[config.mk]
export PLATFORM = sky130hd
export DESIGN_NAME = pollable_memory_arbiter
export DESIGN_NICKNAME = d
export VERILOG_FILES = /design/src/rtl/pollable_memory_arbiter_pkg.sv /design/src/rtl/pollable_memory_arbiter_read_return_pipe.sv /design/src/rtl/pollable_memory_arbiter.sv
export SDC_FILE = /design/constraint.sdc
export NUM_CORES = 1
export LEC_CHECK = 0
export CAP_MARGIN = 20
export CORE_MARGIN = 3
export CORE_UTILIZATION = 44
export DETAILED_ROUTE_END_ITERATION = 16
export PLACE_DENSITY = 0.82
export SYNTH_ARGS = -nofsm -noshare
export SYNTH_HDL_FRONTEND = slang
export SYNTH_SLANG_ARGS = --single-unit
[constraint.sdc]
create_clock -name clock -period 3.3 [get_ports clock]
set_input_delay 0.66 -clock clock [delete_from_list [all_inputs] [get_ports clock]]
set_output_delay 0.66 -clock clock [all_outputs]
set_load 0.02 [all_outputs]
[src/rtl/pollable_memory_arbiter_pkg.sv]
// Shared widths, defaults and read-owner tag encoding for the memory arbiter.
package pollable_memory_arbiter_pkg;

  localparam int unsigned ADDR_WIDTH_DEF = 7;
  localparam int unsigned DATA_WIDTH_DEF = 7;
  localparam int unsigned MAX_WAIT_DEF   = 4;

  // Identifies which requester a RAM read belongs to.
  typedef enum logic [1:0] {
    OWNER_NONE = 2'd0,
    OWNER_HOST = 2'd1,
    OWNER_SEQ  = 2'd2
  } owner_t;

endpackage

[src/rtl/pollable_memory_arbiter_read_return_pipe.sv]
// Carries the read owner tag alongside the RAM read latency and steers the
// returned RAM data into the owning requester's rdata/valid outputs.
module pollable_memory_arbiter_read_return_pipe
  import pollable_memory_arbiter_pkg::*;
#(
  parameter int unsigned READ_LATENCY = 1,
  parameter int unsigned DATA_WIDTH   = DATA_WIDTH_DEF
) (
  input  logic                  clock,
  input  logic                  reset,
  input  owner_t                issue_owner,
  input  logic [DATA_WIDTH-1:0] ram_dout,
  output logic [DATA_WIDTH-1:0] host_rdata,
  output logic                  host_valid,
  output logic [DATA_WIDTH-1:0] seq_rdata,
  output logic                  seq_valid
);

  // tag[k] is the owner of the read whose address was on the RAM k cycles ago.
  owner_t tag [READ_LATENCY+1];

  // Shift the owner tag and capture ram_dout when the tagged read lands.
  always_ff @(posedge clock) begin
    if (reset) begin
      for (int unsigned i = 0; i <= READ_LATENCY; i++) begin
        tag[i] <= OWNER_NONE;
      end
      host_rdata <= '0;
      host_valid <= 1'b0;
      seq_rdata  <= '0;
      seq_valid  <= 1'b0;
    end else begin
      tag[0] <= issue_owner;
      for (int unsigned i = 1; i <= READ_LATENCY; i++) begin
        tag[i] <= tag[i-1];
      end
      host_valid <= (tag[READ_LATENCY] == OWNER_HOST);
      seq_valid  <= (tag[READ_LATENCY] == OWNER_SEQ);
      if (tag[READ_LATENCY] == OWNER_HOST) host_rdata <= ram_dout;
      if (tag[READ_LATENCY] == OWNER_SEQ)  seq_rdata  <= ram_dout;
    end
  end

endmodule

[src/rtl/pollable_memory_arbiter.sv]
// Per-cycle arbiter sharing one simple-dual-port RAM between the host bus
// slave and the playback sequencer, with a starvation guard for the host.
module pollable_memory_arbiter
  import pollable_memory_arbiter_pkg::*;
#(
  parameter int unsigned ADDR_WIDTH   = ADDR_WIDTH_DEF,
  parameter int unsigned DATA_WIDTH   = DATA_WIDTH_DEF,
  parameter int unsigned READ_LATENCY = 1,
  parameter int unsigned MAX_WAIT     = MAX_WAIT_DEF
) (
  input  logic                  clock,
  input  logic                  reset,
  input  logic                  host_req,
  input  logic                  host_write,
  input  logic [ADDR_WIDTH-1:0] host_address,
  input  logic [DATA_WIDTH-1:0] host_wdata,
  output logic                  host_ack,
  output logic [DATA_WIDTH-1:0] host_rdata,
  output logic                  host_valid,
  input  logic                  seq_req,
  input  logic [ADDR_WIDTH-1:0] seq_address,
  output logic                  seq_ack,
  output logic [DATA_WIDTH-1:0] seq_rdata,
  output logic                  seq_valid,
  output logic                  seq_late,
  output logic [ADDR_WIDTH-1:0] ram_waddr,
  output logic [DATA_WIDTH-1:0] ram_din,
  output logic                  ram_write_en,
  output logic [ADDR_WIDTH-1:0] ram_raddr,
  input  logic [DATA_WIDTH-1:0] ram_dout
);

  localparam logic [3:0] WAIT_LIMIT = 4'(MAX_WAIT);

  logic [3:0] wait_count;
  logic       host_eligible;
  logic       seq_eligible;
  logic       seq_late_next;
  owner_t     grant;
  owner_t     read_owner;

  // Arbitration decision; a requester being acked this cycle is masked so a
  // held level request is not granted twice.
  always_comb begin
    host_eligible = host_req && !host_ack;
    seq_eligible  = seq_req && !seq_ack;
    grant         = OWNER_NONE;
    if (seq_eligible && host_eligible) begin
      grant = (wait_count == WAIT_LIMIT) ? OWNER_HOST : OWNER_SEQ;
    end else if (seq_eligible) begin
      grant = OWNER_SEQ;
    end else if (host_eligible) begin
      grant = OWNER_HOST;
    end
    seq_late_next = seq_eligible && (grant == OWNER_HOST);
    read_owner    = OWNER_NONE;
    if (grant == OWNER_SEQ) begin
      read_owner = OWNER_SEQ;
    end else if (grant == OWNER_HOST && !host_write) begin
      read_owner = OWNER_HOST;
    end
  end

  // Register the grant into acks, RAM port drive and the host wait counter.
  always_ff @(posedge clock) begin
    if (reset) begin
      host_ack     <= 1'b0;
      seq_ack      <= 1'b0;
      seq_late     <= 1'b0;
      ram_write_en <= 1'b0;
      ram_waddr    <= '0;
      ram_din      <= '0;
      ram_raddr    <= '0;
      wait_count   <= '0;
    end else begin
      host_ack     <= (grant == OWNER_HOST);
      seq_ack      <= (grant == OWNER_SEQ);
      seq_late     <= seq_late_next;
      ram_write_en <= (grant == OWNER_HOST) && host_write;
      if (grant == OWNER_HOST && host_write) begin
        ram_waddr <= host_address;
        ram_din   <= host_wdata;
      end
      if (read_owner == OWNER_HOST) begin
        ram_raddr <= host_address;
      end else if (read_owner == OWNER_SEQ) begin
        ram_raddr <= seq_address;
      end
      if (grant == OWNER_HOST) begin
        wait_count <= '0;
      end else if (host_eligible && wait_count < WAIT_LIMIT) begin
        wait_count <= wait_count + 4'd1;
      end
    end
  end

  pollable_memory_arbiter_read_return_pipe #(
    .READ_LATENCY (READ_LATENCY),
    .DATA_WIDTH   (DATA_WIDTH)
  ) u_read_return_pipe (
    .clock       (clock),
    .reset       (reset),
    .issue_owner (read_owner),
    .ram_dout    (ram_dout),
    .host_rdata  (host_rdata),
    .host_valid  (host_valid),
    .seq_rdata   (seq_rdata),
    .seq_valid   (seq_valid)
  );

endmodule
# After elaboration in Yosys (flattened, before gate mapping)
# Memory sizes are Yosys's and may differ from the RTL's.
# Index checks and enable logic that the tools add are counted.
[word_totals] romBits=0 output_inout_bits=41 inputBits=33 wordCells=49 reg_bits=45 latch_bits=0 memories=1 ram_bits=4
[memory_table] memory="u_read_return_pipe.tag" depth=2 word_bits=2 rd=2 rd_ports_with_merged_regs=0 write_ports=2 line_no="pollable_memory_arbiter_read_return_pipe.sv:20" text="owner_t tag [READ_LATENCY+1];"
[classes] magnitude_cmp=1 bitwise=2 div_mod_pow=0 n_reduce_logical=12 multipliers=0 eq_ne=7 shift=0 add_sub_neg=1 mux=13
[op_table] operator="7-bit 2-to-1 mux" n=2
[op_table] operator="2-bit 2-to-1 mux" n=6
[op_table] operator="1-bit logical AND" n=7
[op_table] operator="2-bit by 1-bit equality test with 1-bit output, second input constant" n=3
[op_table] operator="2-bit equality test, second input constant" n=3
[op_table] operator="1-bit 2-to-1 mux" n=5
[op_table] operator="4-bit by 1-bit adder with 4-bit output, second input constant" n=1
[op_table] operator="4-bit by 3-bit equality test with 1-bit output, second input constant" n=1
[op_table] operator="4-bit by 3-bit less-than comparator with 1-bit output, second input constant" n=1
[op_table] operator="1-bit zero test" n=3
[op_table] operator="1-bit bitwise OR" n=2
[op_table] operator="2-bit nonzero test" n=1
[op_table] operator="2-bit OR reduction" n=1

# Longest topological paths before layout
# Gate-level depths: netlist of run 1.
[logic_depth] ltp_word=12 mapped_depth=7

# Cells and area by module
# Synthesis of run 1 repeated with hierarchy kept, for this count alone.
[hier_totals] hier_cells=182 hier_area_um2=1961.9
[modules_own_cells] mod="pollable_memory_arbiter" n_inst=1 area_each_um2=1196.1 seq_area_each_um2=580.6 cells_per_inst=113
[modules_own_cells] mod="pollable_memory_arbiter_read_return_pipe" n_inst=1 area_each_um2=765.7 seq_area_each_um2=400.4 cells_per_inst=69

# Worst setup path after synthesis of run 1
# OpenSTA, ideal clock, no wires.
[synth_path] path_kind="input port to flip-flop" start="in host_req" end="reg ram_din[0]" t_arrival_ps=1612 required_time_ps=3172 setup_slack_ps=1561 path_stages=6 path_buffers=2 cell_sequence="nand2b_1 buf_6 a211oi_4 buf_8 mux2i_1 nor2_1"
[synth_via] elab_chain_cells=6
[synth_lines] element="start, declared" line_no="pollable_memory_arbiter.sv:13" text="input logic host_req,"
[synth_lines] element="1-bit logical AND (*)" line_no="pollable_memory_arbiter.sv:45" text="host_eligible = host_req && !host_ack;"
[synth_lines] element="1-bit 2-to-1 mux" line_no="pollable_memory_arbiter.sv:52" text="end else if (host_eligible) begin"
[synth_lines] element="2-bit 2-to-1 mux" line_no="pollable_memory_arbiter.sv:50" text="end else if (seq_eligible) begin"
[synth_lines] element="2-bit 2-to-1 mux (*)" line_no="pollable_memory_arbiter.sv:48" text="if (seq_eligible && host_eligible) begin"
[synth_lines] element="2-bit by 1-bit equality test with 1-bit output (*)" line_no="pollable_memory_arbiter.sv:80" text="if (grant == OWNER_HOST && host_write) begin"
[synth_lines] element="1-bit logical AND (*)" line_no="pollable_memory_arbiter.sv:80"
[synth_lines] element="end signal, assigned" line_no="pollable_memory_arbiter.sv:82" text="ram_din <= host_wdata;"
[synth_lines] element="end, declared" line_no="pollable_memory_arbiter.sv:27" text="output logic [DATA_WIDTH-1:0] ram_din,"
# Mark *: on every way between the ends. The rest lies on a longest branch, timed or not.
# A chain may end at the register's enable or synchronous reset.

# Worst setup path in the final report of run 1
[layout_path] start="in host_req" end="reg ram_din[2]"
# The elaborated chain is that of the path after synthesis.

==> results of run 1 <==
kinds of logic (layout without fill, tap and decap cells):
logic type | after synthesis | count (layout)
and+or+nand+nor | 57 | 57
DFF | 48 | 48
muxes | 30 | 30
AOI/OAI and AO/OA | 18 | 18
buffers and inverters | 18 | 92
adders and majority gates | 2 | 2
xor gates and xnor gates | 1 | 1
worst max-delay path, stage by stage:
cell             delay (ns)
clkdlybuf4s50_1        0.47
nand2b_1               0.21
a211oi_4               0.26
buf_4                  0.29
mux2i_1                0.22
nor2_1                 0.05
power breakdown:
part / total [mW] / internal, mW / switching (mW) / leakage, nW
Clock: 0.356 / 0.170 / 0.185 / 0.0445
Sequential: 0.616 / 0.603 / 0.0131 / 0.391
Combinational: 0.191 / 0.103 / 0.0880 / 0.610
Total: 1.16 / 0.875 / 0.287 / 1.05
sequential cells by signal, summed over array words and instances (netlist names):
name                           cells
seq_late                           1
u_read_return_pipe.tag             4
host_ack                           1
u_read_return_pipe.host_valid      1
u_read_return_pipe.seq_valid       1
ram_raddr                          7
wait_count                         4
u_read_return_pipe.host_rdata      7
ram_write_en                       1
ram_din                            7
ram_waddr                          7
u_read_return_pipe.seq_rdata       7
synthesized netlist by cell type:
master    instances
dfxtp_1          48
nor2_1           38
mux2i_1          30
inv_1             9
clkbuf_1          7
a21oi_1           5
nand2b_1          5
nor2b_1           5
o221a_2           5
nor3_1            4
nor4_1            3
ha_1              2
a211o_2           1
a211oi_1          1
a211oi_4          1
a21o_2            1
a22oi_1           1
a31oi_1           1
and2b_4           1
buf_6             1
buf_8             1
nand3b_4          1
o21a_1            1
o21ai_2           1
xnor2_1           1
metrics by stage:
| step | utilization (%) | setup WS (ns) |
|---|---|---|
| floorplan | - | 1.561 |
| global placement | 67.07 | 1.031 |
| detailed placement | 67.07 | 0.9811 |
| CTS | 69.52 | 1.298 |
| global route | 69.52 | 1.188 |
| finish | 69.52 | 1.300 |
area by class of cell:
cell class / instances / area (µm²)
well taps: 48 / 60.06
multi-input cells: 108 / 765.7
flip-flops and latches: 48 / 960.9
clock inverters: 1 / 7.507
inverters: 9 / 33.78
repair buffers: 75 / 745.7
clock buffers: 7 / 86.33
fillers: 313 / 1166
path summary, 6_finish.rpt:
check	startpoint	endpoint	slack, ns	depth (start not counted)
hold / removal	u_read_return_pipe.tag[0][0]	u_read_return_pipe.tag[0][2]	0.46	1
setup reg to reg	wait_count[0]	ram_raddr[3]	1.65	6
hold reg to reg	u_read_return_pipe.tag[0][0]	u_read_return_pipe.tag[0][2]	0.46	1
setup / recovery	host_req	ram_din[2]	1.30	6
metal layers:
metal	up-vias	wire [µm]	track usage (%)
met4	0	77	6.809
met3	6	268	6.475
li1	730	-	-
met2	45	1835	25.60
met1	673	1767	22.39
met5	-	0	0
==> summary.md, run 1 <==
| Metric | Value |
|---|---|
| RSZ-0062 raised after global routing | false |
| Max_slew headroom | 40.66% |
| Router iterations before antenna repair | 4 |
| Die width | 70.19 µm |
| Number of global-route vias before repair | 1,403 |
| CP Data Required Time | 3.48 ns |
| Area of the die | roughly 4900 µm² |
| WL/cell | 13.34 µm |
| Die height | about 70 µm |
| Yosys top cell area share | 53.00% |
| Post-synthesis mux area share | between 10% and 20% |
| Post-route total power | 1.162 mW |
| Nets | 282 |
| Register clock-pin slew on the reported worst setup and hold paths | 0.08 ns |
| FMAX | 500.1 MHz |
| # diodes | 0 |
| CP Launch Type | input pin |
| Min-delay worst type | flip-flop to flip-flop |
| Most frequent cells in the layout | clkdlybuf4s50_1 (73), dfxtp_1 (48), nor2_1 (38) |
| Worst skew pair latency | about 0.3 ns |
| Total number of vias | 1,454 |
| Mean Syn Cell Area | 10.42 µm² |
| CTS tree | built |
| Synth Area in Compound Gates | 8.696% |
| Gr usage total | 17.18% |
| # DRC | 0 |
| Final instance area | ~2700 µm² |
| Gr ovfl total | 0 |
| # H-tree levels | 2 |
| Max Root-Sink Buffers | 2 |
| Num Clock Sinks | 48 |
| Starting Density | 47.38% |
| Outcome | completed |
| Synth warn | 0 |
| Pleak | 1.046 nW |
| Post-Syn Area | 1813 µm² |
| Area growth from synthesis to layout | 46.72% |
| IO buf count | 73 |
| Final Hold Fails | 0 |
| Largest family of logic cells by synthesized area | multiplexers |
| Library cells used by synthesis | 25 |
| CP endpoint kind | flip-flop |
| Top Ports | 74 |
| DRT iter0 DRCs | 90 |
| Slew Limit Fails | 0 |
| Hpwl dp | 2849 µm |
| Sequential area share after synthesis | 53.00% |
| CTS Buf Count | 5 |
| Worst hold margin | 0.4560 ns |
| Post-CTS Setup Bufs | 0 |
| Placed Area | around 2600 µm² |
| Finished Layout Cells | 296 |
| Worst-margin pin slew | approximately 0.89 ns |
| Cell Pwr Density | between 400 and 500 nW/µm² |
| Flop and latch count out of synthesis | 48 |
| Finish-stage setup viols | 0 |
| Root buf cell | clkbuf_8 |
| Initial antenna violation count | 0 |
| # rows | 22 |
| CORE AREA | 3826 µm² |
| Share of layout cells above drive strength 1 | 8.065% |
| Worst-path fanout max | 14 |
| Share of the clock period used by the worst path | 60.60% |
| Cts hold-fix bufs | 0 |
| Avg Vias per Cell | 4.912 |
| Largest area contributor in the netlist | dfxtp_1 |
| Syn nets | 209 |
| CP arrival | roughly 2.2 ns |
| First-pass GRT wire length | about 6700 µm |
| Placed Instances | 288 |
| Pin count of the biggest net entering global routing | between 40 and 50 |
| Synth Area in XOR/XNOR | less than 1% |
| Final ANT Viol Nets | 0 |
| Final Skew | 0.005961 ns |
| Gpl congestion | 0.7911 |
| Simple-Gate Fraction of Synth Area | 15.11% |
| Crit Path Class | input pin to flip-flop |
| Resized Gates After CTS | 0 |
| Total wire length | 3948 µm |
| Crit path time final | 2.000 ns |
| Mapped Cells | roughly 170 |
| Most common cell after layout, fill and taps aside | clkdlybuf4s50_1 |
| Maximum vdd drop | 0.0003509 V |
| TNS Setup | 0 ns |
| Max Cap Viol | 0 |
| Area share of fa/ha/maj cells after synthesis | under 10% |
| Synth top area cells | dfxtp_1 (53%), mux2i_1 (17%), nor2_1 (7.9%) |
Power figures use the tool's default switching activity.
==> run 2, diff against run 1 <==
--- a/config.mk
+++ b/config.mk
@@ -7,9 +7,9 @@
 export LEC_CHECK = 0
 export CAP_MARGIN = 20
 export CORE_MARGIN = 3
-export CORE_UTILIZATION = 44
+export CORE_UTILIZATION = 38
 export DETAILED_ROUTE_END_ITERATION = 16
-export PLACE_DENSITY = 0.82
+export PLACE_DENSITY = 0.75
 export SYNTH_ARGS = -nofsm -noshare
 export SYNTH_HDL_FRONTEND = slang
 export SYNTH_SLANG_ARGS = --single-unit
==> constraint.sdc (replaced) <==
create_clock -name clock -period 1.7 [get_ports clock]
set_input_delay 0.34 -clock clock [delete_from_list [all_inputs] [get_ports clock]]
set_output_delay 0.34 -clock clock [all_outputs]
set_load 0.02 [all_outputs]
==> run 2 against run 1 <==
Worst hold slack about the same. First-iteration DRC count decreased by 31%. Clock-buffer cell count decreased by 2. Cell count increased by 3.0%. Cell area increased by 3.3%. Critical endpoint is now ram_raddr[4]. Largest cell class unchanged.
==> summary.md, run 2 (synthesized netlist as in run 1, its figures left out) <==
| Metric | Value |
|---|---|
| CTS tree | built |
| Placed Area | 2649 µm² (+3.2%) |
| WL/cell | 13.90 µm (+4.2%) |
| Nets | 289 (+2.5%) |
| Most frequent cells in the layout | clkdlybuf4s50_1 (73), dfxtp_1 (48), nor2_1 (38) |
| Final ANT Viol Nets | 0 (unchanged) |
| Slowest-stage cell, CP | clkdlybuf4s50_1 |
| GR peak layer | met2 |
| DRT iter0 DRCs | 62 (-31%) |
| Cell family with most CP delay | buffers and inverters |
| CP endpoint kind | output port |
| Min-delay worst type | flip-flop to flip-flop |
| Hpwl dp | 3129 µm (+9.8%) |
| CP Launch Type | flip-flop |
| Area of the die | 5636 µm² (+14%) |
| Post-CTS Setup Bufs | 0 (unchanged) |
| Maximum vdd drop | 0.0004292 V (+22%) |
| Initial antenna violation count | 0 (unchanged) |
| Die height | 75.07 µm (+7.0%) |
| Gpl congestion | 0.8156 (+3.1%) |
| # diodes | 0 (unchanged) |
| Met3 usage in global routing | 4.005% (-2.5 points) |
| Max_slew headroom | 66.38% (+26 points) |
| CORE AREA | 4474 µm² (+17%) |
| CTS Buf Count | 5 (unchanged) |
| Top Ports | 74 (unchanged) |
| Critical-path cell list | clkdlybuf4s50_1 |
| Resized Gates After CTS | 0 (unchanged) |
| Avg Vias per Cell | 4.748 (-3.4%) |
| Share of the clock period used by the worst path | a little over nine tenths |
| FMAX | 608.7 MHz |
| IO buf count | 73 (unchanged) |
| Die width | 75.07 µm (+7.0%) |
| Finish-stage setup viols | 0 (unchanged) |
| Worst skew pair latency | 0.29 ns (about the same) |
| Total number of vias | 1,448 (-0.41%) |
| Outcome | completed |
| CP bufs+invs | 1 (-1) |
| Met2 usage | 24.18% (-1.4 points) |
| RSZ-0062 raised after global routing | false |
| First-pass GRT wire length | 6630 µm (-0.94%) |
| Number of global-route vias before repair | 1,445 (+3.0%) |
| Router iterations before antenna repair | 4 (unchanged) |
| Util after Layout | 61.41% (-8.1 points) |
| Worst-path fanout max | 2 (-12) |
| Met1 Use GR | 20.16% (-2.2 points) |
| Pin count of the biggest net entering global routing | 46 (unchanged) |
| Crit Path Class | flip-flop to output port |
| Pleak | 1.093 nW (+4.5%) |
| Num Clock Sinks | 48 (unchanged) |
| CP arrival | 1.30 ns (-0.88 ns) |
| Final Skew | 0.007835 ns (+0.001875 ns) |
| Cts hold-fix bufs | 0 (unchanged) |
| # DRC | 0 (unchanged) |
| Most common cell after layout, fill and taps aside | clkdlybuf4s50_1 |
| Register clock-pin slew on the reported worst setup and hold paths | 0.08 ns (about the same) |
| # H-tree levels | 2 (unchanged) |
| Worst-margin pin slew | 0.5043 ns (-0.3840 ns) |
| Post-Place Setup Slack | -0.1883 ns (-1.169 ns) |
| Total wire length | 4240 µm (+7.4%) |
| Root buf cell | clkbuf_8 |
| Max incr delay on CP | 0.63 ns (+0.16 ns) |
| Starting Density | 40.52% (-6.9 points) |
| Max Cap Viol | 0 (unchanged) |
| Gr usage total | 15.54% (-1.6 points) |
| Final Hold Fails | 0 (unchanged) |
| Share of layout cells above drive strength 1 | 10.28% (+2.2 points) |
| Gr ovfl total | 0 (unchanged) |
| Final instance area | 2748 µm² (+3.3%) |
| # rows | 24 (+9.1%) |
| Cell Pwr Density | 856.6 nW/µm² (+96%) |
| Max Root-Sink Buffers | 2 (unchanged) |
| Min setup slack post-route | 0.05706 ns (-1.243 ns) |
| CP Data Required Time | 1.36 ns (-2.12 ns) |
| Crit path time final | 1.643 ns |
| Area growth from synthesis to layout | 51.55% |
| Slew Limit Fails | 0 (unchanged) |
==> run 2: cell types whose count changed in the layout (fill, tap and decap cells not counted), sizes merged <==
cell,previous run,this run
buf,2,9
clkinvlp,1,0
bufinv,0,1
clkbuf,7,5
==> run 2: final cells by class <==
cell class | count | area, µm²
clock buffers | 5 | 68.82
well taps | 52 | 65.06
clock inverters | 1 | 30.03
fillers | 386 | 1727
flip-flops and latches | 48 | 960.9
repair buffers | 82 | 823.3
multi-input cells | 108 | 765.7
inverters | 9 | 33.78
==> run 2: worst paths after layout <==
check,from,endpoint,slack [ns],cells past startpoint
worst max-delay path,ram_raddr[4],ram_raddr[4],0.06,1
worst min-delay path,u_read_return_pipe.tag[0][0],u_read_return_pipe.tag[0][2],0.46,1
worst max register to register,wait_count[0],ram_din[3],0.10,7
worst min register to register,u_read_return_pipe.tag[0][0],u_read_return_pipe.tag[0][2],0.46,1
==> run 2: report_power, final <==
group | switching [mW] | internal, mW
Clock | 0.340 | 0.422
Sequential | 0.0261 | 1.17
Combinational | 0.178 | 0.217
==> run 2: routing by layer <==
metal | up-vias | share of wire, %
met5 | - | 0
met4 | 0 | 1.6
met3 | 5 | 5.6
met2 | 40 | 48
met1 | 663 | 45
li1 | 740 | -
==> run 2: through the flow <==
step	setup TNS (ns)	power, mW	cells	hold slack (ns)
floorplan	0	1.411	174	0.4138
global placement	-2.083	1.613	299	0.4244
detailed placement	-2.958	1.619	299	0.4333
CTS	0	2.388	305	0.4528
global route	0	2.457	305	0.4742
finish	0	2.354	305	0.4562
